**src/rtl/cpu_serial_tx_pkg.sv**
```systemverilog
// Shared types and frame constants for the CPU result serial transmitter.
package cpu_serial_tx_pkg;

  localparam int TX_DATA_W     = 8;
  localparam int TX_FLAG_W     = 4;
  localparam int TX_FRAME_BITS = TX_DATA_W + TX_FLAG_W;

  typedef enum logic [1:0] {
    TX_IDLE   = 2'd0,
    TX_SYNC   = 2'd1,
    TX_SHIFT  = 2'd2,
    TX_PARITY = 2'd3
  } tx_state_e;

endpackage

```
**src/rtl/cpu_serial_tx_bitclk.sv**
```systemverilog
// Bit-hold counter: counts 0..BIT_CYCLES-1 while enabled and strobes o_bit_adv
// on the final count; cleared whenever disabled.
module cpu_tx_bitclk #(
  parameter int BIT_CYCLES = 1
) (
  input  logic i_clk,
  input  logic i_rst_n,
  input  logic i_en,
  output logic o_bit_adv
);

  localparam int CW = $clog2(BIT_CYCLES) + 1;

  logic [CW-1:0] r_cnt;
  logic          w_at_end;

  assign w_at_end  = (r_cnt == CW'(BIT_CYCLES - 1));
  assign o_bit_adv = i_en && w_at_end;

  always_ff @(posedge i_clk or negedge i_rst_n) begin
    if (!i_rst_n) begin
      r_cnt <= '0;
    end else if (!i_en || w_at_end) begin
      r_cnt <= '0;
    end else begin
      r_cnt <= r_cnt + CW'(1);
    end
  end

endmodule

```
**src/rtl/cpu_serial_tx.sv**
```systemverilog
// Serial transmitter for ALU result + flags: sync strobe, then 12 bits MSB-first.
// Optional even-parity trailer bit when CPU_TX_PARITY_EN is defined.
module cpu_serial_tx
  import cpu_serial_tx_pkg::*;
#(
  parameter int DATA_W     = TX_DATA_W,
  parameter int FLAG_W     = TX_FLAG_W,
  parameter int BIT_CYCLES = 1
) (
  input  logic              clk,
  input  logic              rst_n,
  input  logic              ld_valid,
  output logic              ld_ready,
  input  logic [DATA_W-1:0] data_in,
  input  logic [FLAG_W-1:0] flags_in,
  output logic              tx_sync,
  output logic              tx_data,
  output logic              busy,
  output logic              done
);

  localparam int FB    = DATA_W + FLAG_W;
  localparam int CNT_W = $clog2(FB + 1);

  tx_state_e        r_state, w_state_nxt;
  logic [FB-1:0]    r_shreg, w_shreg_nxt;
  logic [CNT_W-1:0] r_bitcnt, w_bitcnt_nxt;
  logic             r_tx_sync, r_tx_data, r_busy, r_done;
  logic             w_tx_data_nxt;
  logic             w_hs, w_bit_en, w_bit_adv, w_last_bit;
`ifdef CPU_TX_PARITY_EN
  logic             r_parity;
`endif

  // Ready is held low during reset even though the state already reads IDLE.
  assign ld_ready   = (r_state == TX_IDLE) && rst_n;
  assign w_hs       = ld_valid && (r_state == TX_IDLE);
  assign w_bit_en   = (r_state == TX_SHIFT) || (r_state == TX_PARITY);
  assign w_last_bit = (r_bitcnt == CNT_W'(FB - 1));

  cpu_tx_bitclk #(
    .BIT_CYCLES(BIT_CYCLES)
  ) u_bitclk (
    .i_clk     (clk),
    .i_rst_n   (rst_n),
    .i_en      (w_bit_en),
    .o_bit_adv (w_bit_adv)
  );

  always_comb begin
    w_state_nxt  = r_state;
    w_shreg_nxt  = r_shreg;
    w_bitcnt_nxt = r_bitcnt;
    case (r_state)
      TX_IDLE: begin
        if (w_hs) begin
          w_state_nxt  = TX_SYNC;
          w_shreg_nxt  = {data_in, flags_in};
          w_bitcnt_nxt = '0;
        end
      end
      TX_SYNC: w_state_nxt = TX_SHIFT;
      TX_SHIFT: begin
        if (w_bit_adv) begin
          w_shreg_nxt  = r_shreg << 1;
          w_bitcnt_nxt = r_bitcnt + CNT_W'(1);
          if (w_last_bit) begin
`ifdef CPU_TX_PARITY_EN
            w_state_nxt = TX_PARITY;
`else
            w_state_nxt = TX_IDLE;
`endif
          end
        end
      end
      TX_PARITY: if (w_bit_adv) w_state_nxt = TX_IDLE;
      default:   w_state_nxt = TX_IDLE;
    endcase
  end

  // Outputs are registered from the next state so they line up with it.
  always_comb begin
    w_tx_data_nxt = 1'b0;
    if (w_state_nxt == TX_SHIFT) begin
      w_tx_data_nxt = w_shreg_nxt[FB-1];
    end
`ifdef CPU_TX_PARITY_EN
    else if (w_state_nxt == TX_PARITY) begin
      w_tx_data_nxt = r_parity;
    end
`endif
  end

  always_ff @(posedge clk or negedge rst_n) begin
    if (!rst_n) begin
      r_state   <= TX_IDLE;
      r_shreg   <= '0;
      r_bitcnt  <= '0;
      r_tx_sync <= 1'b0;
      r_tx_data <= 1'b0;
      r_busy    <= 1'b0;
      r_done    <= 1'b0;
    end else begin
      r_state   <= w_state_nxt;
      r_shreg   <= w_shreg_nxt;
      r_bitcnt  <= w_bitcnt_nxt;
      r_tx_sync <= (w_state_nxt == TX_SYNC);
      r_tx_data <= w_tx_data_nxt;
      r_busy    <= (w_state_nxt != TX_IDLE);
      r_done    <= w_bit_en && (w_state_nxt == TX_IDLE);
    end
  end

`ifdef CPU_TX_PARITY_EN
  always_ff @(posedge clk or negedge rst_n) begin
    if (!rst_n) begin
      r_parity <= 1'b0;
    end else if (w_hs) begin
      r_parity <= ^{data_in, flags_in};
    end
  end
`endif

  assign tx_sync = r_tx_sync;
  assign tx_data = r_tx_data;
  assign busy    = r_busy;
  assign done    = r_done;

endmodule

```
**config.mk**
```make
export PLATFORM = sky130hd
export DESIGN_NAME = cpu_serial_tx
export DESIGN_NICKNAME = d
export VERILOG_FILES = /design/src/rtl/cpu_serial_tx_pkg.sv /design/src/rtl/cpu_serial_tx_bitclk.sv /design/src/rtl/cpu_serial_tx.sv
export SDC_FILE = /design/constraint.sdc
export NUM_CORES = 1
export LEC_CHECK = 0
export CAP_MARGIN = 30
export CORE_ASPECT_RATIO = 1.5
export CORE_MARGIN = 3
export CORE_UTILIZATION = 49
export DETAILED_ROUTE_END_ITERATION = 16
export PLACE_DENSITY = 0.86
export RECOVER_POWER = 25
export SKIP_LAST_GASP = 1
export SYNTH_ARGS = -nofsm -noshare
export SYNTH_HDL_FRONTEND = slang
export SYNTH_SLANG_ARGS = --single-unit
```
**constraint.sdc**
```tcl
create_clock -name clk -period 1.7 [get_ports clk]
set_input_delay 0.34 -clock clk [delete_from_list [all_inputs] [get_ports clk]]
set_output_delay 0.34 -clock clk [all_outputs]
set_load 0.01 [all_outputs]
```
==> metrics.txt, run 1 <==
sequential fraction of the synthesis area 57.3%; Yosys cell types 27; chip height 61.5 um; Synth area leaders dfrtp_1 57%, a22o_1 10%, a21o_1 7.5%, nor3b_2 2.5%, nand3b_1 2.2%; Initial Utilization 53.5%; async set-reset flop share out of synthesis 100%; Layout area overhead 28.1%; Mean Syn Cell Area 12.3 um^2; Die Area 2640 um^2; Worst Skew 0.00131 ns; Max-slew headroom 19.5%; met2 wire len 979 um; Met3 Wirelength 81 um; Critical Path RT 1.93 ns; max incr delay on CP 0.40 ns; critical path cell sequence buf_4 > or3b_1 > or3_1 > a21oi_1; Max Used Layer met3; max-slew violations 0; Synthesis Warnings 0; crit-path max FO 9; worst path arrival time 1.79 ns; Crit-path slowest cell or3b_1; final antenna-violating net count 0; drt via density 5.42; count of endpoints failing setup in the final report 0; detailed placement HPWL between 1000 and 1500 um; RSZ-0062 raised after global routing false; Final Cycle Share 91.7%; Crit Path Category reg -> reg; status finished clean; Power Dens Cells 1500 nW/um^2; worst-margin pin slew ~1.2 ns; hold crit path type reg -> reg; Total GRT Usage 15.6%; Vias 710; GPL Wtd Cong slightly above 0.7; crit path launch type flop; Final WS setup 0.140 ns; Post-Route M1 WL between 700 and 800 um; initial antenna violation count 0; syn_nets 98; Critical path buffers and inverters 1; Crit path max-delay family simple AND/OR/NAND/NOR gates; Post-Syn Area 1000 um^2; CTS buffer count 3; Filler Cells Inserted 149; Antenna Cells 0; Post-CTS Repair Setup Buffers 0; Clock Tree Buf Depth 2; I/O pin total 20; min Tclk post-route approximately 1.6 ns; dpl ws -0.0974 ns; vias in the first global route 741; Final Routed Wirelength 1820 um; top achievable clock speed around 0.64 GHz; max-cap viol count 0; CTS clk-pin slew, worst paths 0.11 ns; DR WL/cell 13.9 um; CTS sink count 23; layout cells sized above 1 15.5%; H-Tree Depth 1; fin nets between 100 and 150; DRC errors left 0; flop2flop setup slack 0.14 ns; grt ovf 0; Lkg Pwr about 0.63 nW; cell taking the most area after synthesis dfrtp_1; crit end category flop; multi-input logic area 395 um^2; CTS tree done; drt pass-1 iters 2; endpoints failing hold 0; die span in x 43.0 um; FP Rows 19; most common flop cell mapped by yosys dfrtp_1; later-pin clock latency in the skew report 0.30 ns; Peak VDD IR roughly 0.84 mV; FF+latch count, synth 23; Post-synth EDFFs 0; Reg area 576 um^2; core area 1880 um^2; WHS 0.489 ns; Synth top area share 57.3%; post-synthesis cell count 82; pin count of the biggest net entering global routing 24; Clock Tree Root clkbuf_4; DR iter-0 viols 14; Pwr Total 1.93 mW; first-pass GRT wire length 3090 um; port buffer count 19
## synthesized netlist by cell type, drive strengths merged, types with 2 or more instances
cell	instances
nor3b	3
nor2	5
a21oi	3
nand2b	2
a22o	12
nand3b	3
dfrtp	23
a21o	10
buf	5
## what timing repair did
item,CTS,global route
hold buffers,0,0
endpoints found under the hold margin,0,0
endpoints found under the setup margin,1,0
gates resized for setup,1,0
## layout make-up
type | instances | area share (%)
Tap cell | 21 | 2.04
Multi-Input combinational cell | 53 | 30.7
Timing Repair Buffer | 29 | 20.2
Clock buffer | 4 | 2.04
Inverter | 1 | 0.292
Sequential cell | 23 | 44.7
## cells in the final DEF (no fill, tap or decap)
master and n:
clkbuf_1 2, inv_1 1, a22o_1 12, a21oi_1 3, a31o_2 1, nand3b_1 3
o211ai_1 1, dlygate4sd2_1 1, clkdlybuf4s50_1 18, o21ai_0 1, clkbuf_4 3, nor4bb_1 1
or3_1 1, a2bb2oi_1 1, a21o_1 10, buf_4 9, mux2_2 1, conb_1 1
ha_1 1, nand2b_1 2, nor3_1 1, nand3_1 1, nor2_1 5, nor3b_1 1
dfrtp_1 23, or2_2 1, or3b_1 1, xnor2_1 1, and2_1 1, nor3b_2 2
## metal layers
metal  vias up  GRT usage (%)
met3         0           2.92
met4         0           6.47
met5         -              0
met1       343           16.5
li1        351              -
met2        16           30.0
## state kept, by name, summed over array words and instances, names as in the netlist
register        count
busy                1
r_bitcnt            4
tx_sync             1
done                1
u_bitclk.r_cnt      1
tx_data             1
r_shreg            12
r_state             2
## worst paths after layout
check / startpoint / endpoint / cells past startpoint
max reg2reg: r_state[0] / r_bitcnt[3] / 4
max: r_state[0] / r_bitcnt[3] / 4
min reg2reg: r_shreg[5] / r_shreg[5] / 1
min in group asynchronous: rst_n / r_state[1] / 2
max in group asynchronous: rst_n / r_shreg[8] / 2
min: r_shreg[5] / r_shreg[5] / 1
## metrics by stage
| step | TNS (ns) | cells | utilization (%) | instance area, um^2 |
|---|---|---|---|---|
| 2_1_floorplan | 0 | 82 | - | 1000 |
| 3_3_place_gp | -0.103 | 127 | 67.4 | 1270 |
| 3_5_place_dp | -0.0974 | 127 | 67.4 | 1270 |
| 4_1_cts | 0 | 131 | 68.8 | 1290 |
| 5_1_grt | 0 | 131 | 68.6 | 1290 |
| 6_report | 0 | 131 | 68.6 | 1290 |
## report_power, final
group	switching [mW]	internal, mW	leakage [nW]	total [mW]
combinational	0.345	0.466	0.329	0.811
sequential	0.120	0.764	0.290	0.884
clock	0.146	0.0914	0.0150	0.237
total	0.611	1.32	0.633	1.93
## cell families (layout without fill, tap and decap cells)
kind of cell    after synthesis  in the layout  share of synthesized area (%)
compound gates               29             29                           22.4
flops                        23             23                           57.3
simple gates                 20             20                           13.3
buf+inv                       6             34                           3.36
fa+ha+maj                     1              1                           1.25
other cells                   1              1                          0.373
xor+xnor                      1              1                          0.872
mux                           1              1                           1.12
(Power assumes the default switching activity.)
==> run 2: changes to the inputs <==
CAP_MARGIN = 20   (was 30)
==> results of run 2 <==
Same layout as run 1: the final DEF is identical, and so are final timing and power.
